--- src/rtl/cmprs_rdf_feeder.sv ---
// Packs 12-bit raw samples in pairs into 32-bit words for the compressor read port.
// Optional macro CMPRS_RDF_SAT_EN: clamp samples above 4095 instead of truncating.
module cmprs_rdf_feeder #(
    parameter int X_LEN = 11,
    parameter int Y_LEN = 6,
    parameter int Z_LEN = 8
) (
    input  logic              sclk,
    input  logic              rst_n,
    input  logic              cfg_en,
    input  logic [X_LEN-1:0]  X_max,
    input  logic [Y_LEN-1:0]  Y_max,
    input  logic [Z_LEN-1:0]  Z_max,
    input  logic              src_valid,
    input  logic [15:0]       src_data,
    output logic              src_ready,
    output logic              cmprs_rdf_data_valid,
    output logic [31:0]       cmprs_rdf_rd_data,
    input  logic              cmprs_rdf_data_ready,
    output logic              cmprs_rdf_data_end,
    output logic              busy
);

    localparam int LW = X_LEN + Z_LEN;

    typedef enum logic [1:0] {IDLE, RUN, FLUSH} state_t;

    state_t           state;
    logic [LW-1:0]    line_last;
    logic [LW-1:0]    samp_cnt;
    logic [Y_LEN-1:0] y_max_r;
    logic [Y_LEN-1:0] line_cnt;
    logic [11:0]      pair_lo;
    logic [32:0]      fifo_mem [2];
    logic             wr_ptr;
    logic             rd_ptr;
    logic [1:0]       fifo_cnt;

    logic [LW:0]      x_ext, z_ext, prod, prod_m1;
    logic [11:0]      sample;
    logic             accept, line_end, frame_end, push, pop;
    logic [32:0]      push_word;

`ifdef CMPRS_RDF_SAT_EN
    assign sample = (src_data > 16'd4095) ? 12'hFFF : src_data[11:0];
`else
    logic unused_src_hi;
    assign unused_src_hi = ^src_data[15:12];
    assign sample        = src_data[11:0];
`endif

    // Last in-line sample index: (X+1)*(Z+1)-1 always fits LW bits.
    always_comb begin
        x_ext   = (LW+1)'(X_max) + (LW+1)'(1);
        z_ext   = (LW+1)'(Z_max) + (LW+1)'(1);
        prod    = x_ext * z_ext;
        prod_m1 = prod - (LW+1)'(1);
    end

    assign src_ready = (state == RUN) && (fifo_cnt != 2'd2);
    assign accept    = src_valid && src_ready;
    assign line_end  = (samp_cnt == line_last);
    assign frame_end = line_end && (line_cnt == y_max_r);
    assign push      = accept && (samp_cnt[0] || line_end);
    assign pop       = cmprs_rdf_data_valid && cmprs_rdf_data_ready;

    // An odd-length line closes its last word with a zero high field.
    always_comb begin
        if (samp_cnt[0])
            push_word = {frame_end, 4'd0, sample, 4'd0, pair_lo};
        else
            push_word = {frame_end, 16'd0, 4'd0, sample};
    end

    assign cmprs_rdf_data_valid = (fifo_cnt != 2'd0);
    assign cmprs_rdf_rd_data    = fifo_mem[rd_ptr][31:0];
    assign cmprs_rdf_data_end   = fifo_mem[rd_ptr][32] && cmprs_rdf_data_valid;
    assign busy                 = (state != IDLE);

    // NOTE: the two FIFO entries are reset too, so rd_data reads 0 after reset.
    always_ff @(posedge sclk) begin
        if (!rst_n) begin
            state       <= IDLE;
            line_last   <= '0;
            samp_cnt    <= '0;
            y_max_r     <= '0;
            line_cnt    <= '0;
            pair_lo     <= '0;
            fifo_mem[0] <= '0;
            fifo_mem[1] <= '0;
            wr_ptr      <= 1'b0;
            rd_ptr      <= 1'b0;
            fifo_cnt    <= 2'd0;
        end else begin
            case (state)
                IDLE: begin
                    if (cfg_en) begin
                        line_last <= prod_m1[LW-1:0];
                        y_max_r   <= Y_max;
                        samp_cnt  <= '0;
                        line_cnt  <= '0;
                        state     <= RUN;
                    end
                end
                RUN: begin
                    if (accept) begin
                        if (!samp_cnt[0])
                            pair_lo <= sample;
                        if (line_end) begin
                            samp_cnt <= '0;
                            if (frame_end) begin
                                line_cnt <= '0;
                                state    <= FLUSH;
                            end else begin
                                line_cnt <= line_cnt + 1'b1;
                            end
                        end else begin
                            samp_cnt <= samp_cnt + 1'b1;
                        end
                    end
                end
                FLUSH: begin
                    if (fifo_cnt == 2'd0)
                        state <= IDLE;
                end
                default: state <= IDLE;
            endcase

            if (push) begin
                fifo_mem[wr_ptr] <= push_word;
                wr_ptr           <= ~wr_ptr;
            end
            if (pop)
                rd_ptr <= ~rd_ptr;
            case ({push, pop})
                2'b10:   fifo_cnt <= fifo_cnt + 2'd1;
                2'b01:   fifo_cnt <= fifo_cnt - 2'd1;
                default: fifo_cnt <= fifo_cnt;
            endcase
        end
    end

endmodule

--- config.mk ---
export PLATFORM = sky130hd
export DESIGN_NAME = cmprs_rdf_feeder
export DESIGN_NICKNAME = d
export VERILOG_FILES = /design/src/rtl/cmprs_rdf_feeder.sv
export SDC_FILE = /design/constraint.sdc
export NUM_CORES = 1
export LEC_CHECK = 0
export ABC_AREA = 1
export BUFFER_PORTS_ARGS = -buffer_cell sky130_fd_sc_hd__buf_2
export CAP_MARGIN = 20
export CORE_ASPECT_RATIO = 1.25
export CORE_MARGIN = 1.5
export CORE_UTILIZATION = 32
export DETAILED_ROUTE_END_ITERATION = 12
export GPL_TIMING_DRIVEN = 0
export MAX_ROUTING_LAYER = met4
export PLACE_DENSITY_LB_ADDON = 0.25
export SETUP_SLACK_MARGIN = 0.05
export SYNTH_ARGS = -nofsm -noshare
export SYNTH_HDL_FRONTEND = slang
export SYNTH_SLANG_ARGS = --single-unit
--- constraint.sdc ---
create_clock -name sclk -period 8.9 [get_ports sclk]
set_input_delay 1.78 -clock sclk [delete_from_list [all_inputs] [get_ports sclk]]
set_output_delay 1.78 -clock sclk [all_outputs]
set_load 0.02 [all_outputs]
==> results.sh, run 1 <==
export IMPL_stdcell_count=1801
export IMPL_antenna_left=0
export IMPL_cts_sinks=119
export IMPL_ir_drop_uv=215
export IMPL_cts_path_max_buffers=2
export IMPL_synth_top_area_share_pct=15.5
export IMPL_p_leak_uw=0.00539
export IMPL_antenna_found_initial=0
export IMPL_grt_usage_pct=17.5
export IMPL_p_per_area_nw_per_um2=322
export IMPL_final_setup_viol_count=0
export IMPL_maxCapViolations=0
export IMPL_slew_headroom_pct=27.5
export IMPL_cts_root_buffer="clkbuf_16"
export IMPL_period_minus_slack_ps=7420
export IMPL_fillers=3181
export IMPL_via_per_inst=4.62
export IMPL_holdWs_ps=453
export IMPL_die_width_um=159
export IMPL_firstDrtPassIters=5
export IMPL_cp_max_fo=8
export IMPL_seq_area_frac_synth_pct=29.7
export IMPL_grt_first_pass_wirelength_um=42100
export IMPL_ys_top_cells_by_area="edfxtp_1, fa_1, dfxtp_1, nand2_1, inv_1"
export IMPL_fmax_ghz=0.135
export IMPL_synth_enable_flop_cells=50
export IMPL_drcViolationCount=0
export IMPL_cp_start_kind="primary input"
export IMPL_tns_ps=0
export IMPL_fin_crit_sh_pct=83.4
export IMPL_yosysWarnings=0
export IMPL_hp_class="reg -> reg"
export IMPL_crit_type="in -> reg"
export IMPL_gp_congestion=0.899
export IMPL_cts_setup_buffers=0
export IMPL_yosysUniqueCellTypes=47
export IMPL_crit_required_ps=9210
export IMPL_hpwl_um=20400
export IMPL_cts_tree="done"
export IMPL_grt_max_degree=20
export IMPL_critPathCaptureType="flop"
export IMPL_wire_per_inst_um=14.0
export IMPL_skew_ps=8.28
export IMPL_async_reset_ff_share_pct=0
export IMPL_mostFrequentLayoutCell="nand2_1"
export IMPL_cts_htree_levels=4
export IMPL_syn_instance_count=1290
export IMPL_grt_ovfl_total=0
export IMPL_nets=1560
export IMPL_synth_seq_cells=119
export IMPL_drive_gt1_share_pct=10.3
export IMPL_die_h_um=198
export IMPL_path_clk_slew_ps=60
export IMPL_cts_made_buffers=17
export IMPL_synthFlopType="dfxtp_1"
export IMPL_core_area_um2=29900
export IMPL_status="complete, no violations"
export IMPL_rr_worst_depth=10
export IMPL_place_inst=1769
export IMPL_start_util_pct=32.4
export IMPL_final_hold_viol_count=0
export IMPL_avgSynthCellArea_um2=7.53
export IMPL_cp_arrival_ps=7730
export IMPL_rows=71
export IMPL_hold_depth=2
export IMPL_slew_violations=0
export IMPL_wl_um=25200
export IMPL_rsz0062_at_grt="no"
export IMPL_insertion_delay_ps=420
export IMPL_antenna_cells=0
export IMPL_synthToLayoutAreaGrowth_pct=15.9
export IMPL_placement_io_buffers=69
export IMPL_cts_resized=0
export IMPL_netlist_area_um2=9710
export IMPL_drtIter0Drc=353
export IMPL_final_cell_mix="nand2_1, inv_1, nor2_1, fa_1"
export IMPL_io_pins=82
export IMPL_via_count=8318
export IMPL_grt_pass1_vias=8423
export IMPL_dieArea_um2=31400
export IMPL_yosysTopAreaCell="edfxtp_1"
export IMPL_hold_buffers=0
export IMPL_worst_slew_pin_slew_ps=1080
## worst paths after layout
| check | endpoint | from | slack [ps] |
|---|---|---|---|
| min reg2reg | pair_lo[3]$_SDFFE_PN0P_ | pair_lo[3]$_SDFFE_PN0P_ | 450 |
| max | line_last[17]$_SDFFE_PN0P_ | X_max[0] | 1480 |
| max reg2reg | fifo_mem[1][10]$_SDFFCE_PN0P_ | samp_cnt[0]$_SDFFE_PN0P_ | 6110 |
| min | pair_lo[3]$_SDFFE_PN0P_ | pair_lo[3]$_SDFFE_PN0P_ | 450 |
## synth_stat cells (2+ instances only)
cell / n
nand2_1: 320
inv_1: 213
nor2_1: 183
fa_1: 74
dfxtp_1: 69
o21ai_0: 54
ha_1: 53
edfxtp_1: 50
nand3_1: 47
a21oi_1: 44
xor2_1: 26
clkbuf_1: 23
nor3_1: 16
xnor2_1: 15
nand4_1: 14
buf_4: 10
a211oi_1: 8
a21o_1: 6
nand2_2: 6
buf_6: 5
inv_2: 5
nand3b_1: 5
nor2_2: 4
o211ai_1: 4
a31oi_1: 3
o21bai_1: 3
or2_2: 3
and3_1: 2
clkinv_1: 2
nor3_2: 2
nor3b_1: 2
nor4_1: 2
o21ai_1: 2
o31ai_1: 2
## report_power, final
part	leakage (uW)	internal, uW	total (uW)	switching (uW)
clock network	0.000300	469	726	257
logic	0.00401	796	2220	1420
registers	0.00108	641	683	42.0
## stage by stage
| step | setup WS [ps] | util (%) | area [um2] | total power, uW |
|---|---|---|---|---|
| detailed placement | 962 | 35.5 | 10600 | 2930 |
| floorplan | 2120 | - | 9740 | 2350 |
| global route | 1060 | 37.6 | 11300 | 4020 |
| global placement | 1010 | 35.3 | 10600 | 2930 |
| CTS | 1390 | 37.6 | 11300 | 3670 |
| finish | 1480 | 37.6 | 11300 | 3620 |
## layer usage
layer	GRT usage, %	share of wire, %
met1	19.1	42
met2	33.1	53
met3	2.24	3.0
met4	5.26	2.1
met5	-	0
## registers in the layout (all words and copies together) (netlist names), named ones only
signal / cells
fifo_mem: 50
line_last: 19
samp_cnt: 19
pair_lo: 12
line_cnt: 6
y_max_r: 6
fifo_cnt: 2
state: 2
rd_ptr: 1
wr_ptr: 1
## cells by family (layout without fill, tap and decap cells)
logic type,after synthesis,in the layout,synth area share [%]
simple gates,613,613,26.2
buf+inv,259,362,10.8
compound gates,130,130,7.50
fa+ha+maj,127,127,22.1
flops,119,119,29.7
xor+xnor,41,41,3.70
other cells,1,8,0.0386
## cell type report
cell class	instances	area (um2)	area share (%)
Timing Repair Buffer	71	388	3.45
Inverter	220	826	7.34
Multi-Input combinational cell	919	5810	51.6
Clock buffer	17	425	3.78
Sequential cell	119	2880	25.6
Clock inverter	15	201	1.79
Tap cell	401	502	4.46
Buffer	39	221	1.97
## worst max-delay path, cell delays in order
cell and delay [ps]:
buf_2 190, ha_1 220, nand3_1 140, nor2_1 250
xor2_1 760, nand2_1 160, fa_1 550, inv_1 60
fa_1 520, fa_1 440, fa_1 560, inv_1 60
fa_1 530, inv_1 40, ha_1 360, nand2_1 130
inv_1 50, a21oi_1 230, nand2_1 140, nand3_1 90
nand4_1 90, xor2_1 170, o21ai_0 160, inv_1 50
No activity file was read; power rests on OpenSTA's default activity.
==> run 2, diff against run 1 <==
==> constraint.sdc (replaced) <==
create_clock -name sclk -period 5.9 [get_ports sclk]
set_input_delay 1.18 -clock sclk [delete_from_list [all_inputs] [get_ports sclk]]
set_output_delay 1.18 -clock sclk [all_outputs]
set_load 0.02 [all_outputs]
==> run 2 against run 1 <==
  * Flip-flop and latch count stayed put
  * Count of clock-buffer cells in the layout is 2 higher
  * Register-to-register slack worse by 2900 ps
  * Core utilization is 3.2 points higher
  * Die area stayed put
  * Via count is 2.6% higher
  * Highest routed layer unchanged
  * Non-clock buffer count is 45 higher
  * Clock skew hardly changed
  * Global-route usage is 0.73 points higher
  * Cell area is 8.5% higher
==> results.sh, run 2 (synthesis gave the netlist of run 1 again) <==
export IMPL_status="complete, no violations"
export IMPL_synthToLayoutAreaGrowth_pct=25.7
export IMPL_placement_io_buffers=69
export IMPL_hold_buffers=0
export IMPL_period_minus_slack_ps=5830
export IMPL_cts_path_max_buffers=2
export IMPL_cts_tree="done"
export IMPL_largest_reg_flops=50
export IMPL_fmax_ghz=0.171
export IMPL_die_width_um=159
export IMPL_place_area_um2=10700
export IMPL_tns_ps=0
export IMPL_slew_headroom_pct=54.3
export IMPL_ff2ff_setup_slack_ps=3240
export IMPL_cp_arrival_ps=6150
export IMPL_grt_first_pass_wirelength_um=43800
export IMPL_power_uw=6840
export IMPL_cp_max_fo=5
export IMPL_maxCapViolations=0
export IMPL_hp_class="reg -> reg"
export IMPL_p_per_area_nw_per_um2=560
export IMPL_worst_slew_pin_slew_ps=686
export IMPL_drtIter0Drc=374
export IMPL_rows=71
export IMPL_top_register="fifo_mem"
export IMPL_critPathCaptureType="flop"
export IMPL_cts_sinks=119
export IMPL_crit_type="in -> reg"
export IMPL_grt_ovfl_total=0
export IMPL_hold_depth=2
export IMPL_core_area_um2=29900
export IMPL_start_util_pct=32.4
export IMPL_fin_crit_sh_pct=98.8
export IMPL_final_hold_viol_count=0
export IMPL_hpwl_um=20700
export IMPL_holdWs_ps=453
export IMPL_slew_violations=0
export IMPL_nets=1606
export IMPL_grt_usage_pct=18.3
export IMPL_insertion_delay_ps=420
export IMPL_rsz0062_at_grt="yes"
export IMPL_drive_gt1_share_pct=20.3
export IMPL_wire_per_inst_um=14.4
export IMPL_mostFrequentLayoutCell="nand2_1"
export IMPL_wl_um=26700
export IMPL_via_per_inst=4.62
export IMPL_crit_required_ps=6220
export IMPL_dieArea_um2=31400
export IMPL_via_count=8537
export IMPL_final_cell_mix="nand2_1, inv_1, nor2_1, fa_1, dfxtp_1"
export IMPL_drcViolationCount=0
export IMPL_cp_start_kind="primary input"
export IMPL_cts_root_buffer="clkbuf_16"
export IMPL_antenna_found_initial=0
export IMPL_firstDrtPassIters=5
export IMPL_antenna_left=0
export IMPL_grt_max_degree=20
export IMPL_skew_ps=7.89
export IMPL_cts_made_buffers=17
export IMPL_path_clk_slew_ps=50
export IMPL_reg_top3="fifo_mem (50), line_last (19), samp_cnt (19)"
export IMPL_die_h_um=198
export IMPL_grt_pass1_vias=8596
export IMPL_antenna_cells=0
export IMPL_ir_drop_uv=451
export IMPL_gp_congestion=0.880
export IMPL_p_leak_uw=0.00568
export IMPL_postLayoutCellArea_um2=12200
export IMPL_cts_htree_levels=4
export IMPL_io_pins=82
export IMPL_rr_worst_depth=10
export IMPL_final_setup_viol_count=0
run 2: changes by cell type in the layout (fill, tap and decap cells not counted), sizes merged:
| cell | previous run | this run |
|---|---|---|
| nor2 | 187 | 188 |
| bufinv | 4 | 1 |
| clkbuf | 40 | 39 |
| inv | 220 | 218 |
| clkinv | 8 | 11 |
| buf | 87 | 135 |
run 2: where the power goes:
part | switching [uW] | internal, uW | total [uW]
sequential | 66.6 | 967 | 1030
clock | 371 | 574 | 945
combinational | 2840 | 2020 | 4860
total | 3280 | 3560 | 6840
run 2: what timing repair did:
action,CTS,global route
resized for setup,57,96
buffers inserted,25,23
gates cloned,1,0
pin swaps,25,57
setup endpoints to repair,13,13
run 2: path summary, 6_finish.rpt:
path                             from                            to
max                          X_max[0]    line_last[16]$_SDFFE_PN0P_
min           pair_lo[5]$_SDFFE_PN0P_       pair_lo[5]$_SDFFE_PN0P_
max reg2reg  samp_cnt[0]$_SDFFE_PN0P_  fifo_mem[1][0]$_SDFFCE_PN0P_
min reg2reg   pair_lo[5]$_SDFFE_PN0P_       pair_lo[5]$_SDFFE_PN0P_
run 2: per-layer routing:
metal / wire (um) / share of wire (%) / track usage (%) / vias up
li1: - / - / - / 4298
met1: 10900 / 41 / 20.0 / 4008
met2: 14200 / 53 / 33.9 / 191
met3: 936 / 3.5 / 2.30 / 40
met4: 580 / 2.2 / 6.53 / 0
met5: 0 / 0 / - / -
run 2: metrics by stage:
step	setup WS, ps	std cells	utilization [%]
2_1_floorplan	44.4	1297	-
3_3_place_gp	-995	1767	35.7
3_5_place_dp	-964	1769	35.9
4_1_cts	28.8	1825	39.0
5_1_grt	-155	1847	40.8
6_report	68.4	1847	40.8
run 2: final cells by class:
type | count | area, um2
clock buffers | 19 | 433
repair buffers | 118 | 836
plain buffers | 37 | 225
inverters | 220 | 846
multi-input cells | 920 | 6380
clock inverters | 13 | 108
well taps | 401 | 502
flip-flops and latches | 119 | 2880
fillers | 3086 | 17700
run 2: worst max-delay path: stages:
cell and delay, ps:
buf_12 90, ha_4 160, nand3_4 130, nor2_4 230, xor2_4 110, buf_12 140
buf_4 130, inv_2 50, nor2_2 40, fa_1 510, inv_1 60, fa_1 560
fa_1 440, fa_1 500, inv_1 60, fa_1 590, ha_4 240, a21oi_4 130
a21boi_2 220, nor3_2 50, nor2_1 170, nand2_1 70, nand2_1 70, nand3_2 80
nand2_1 100, inv_1 30
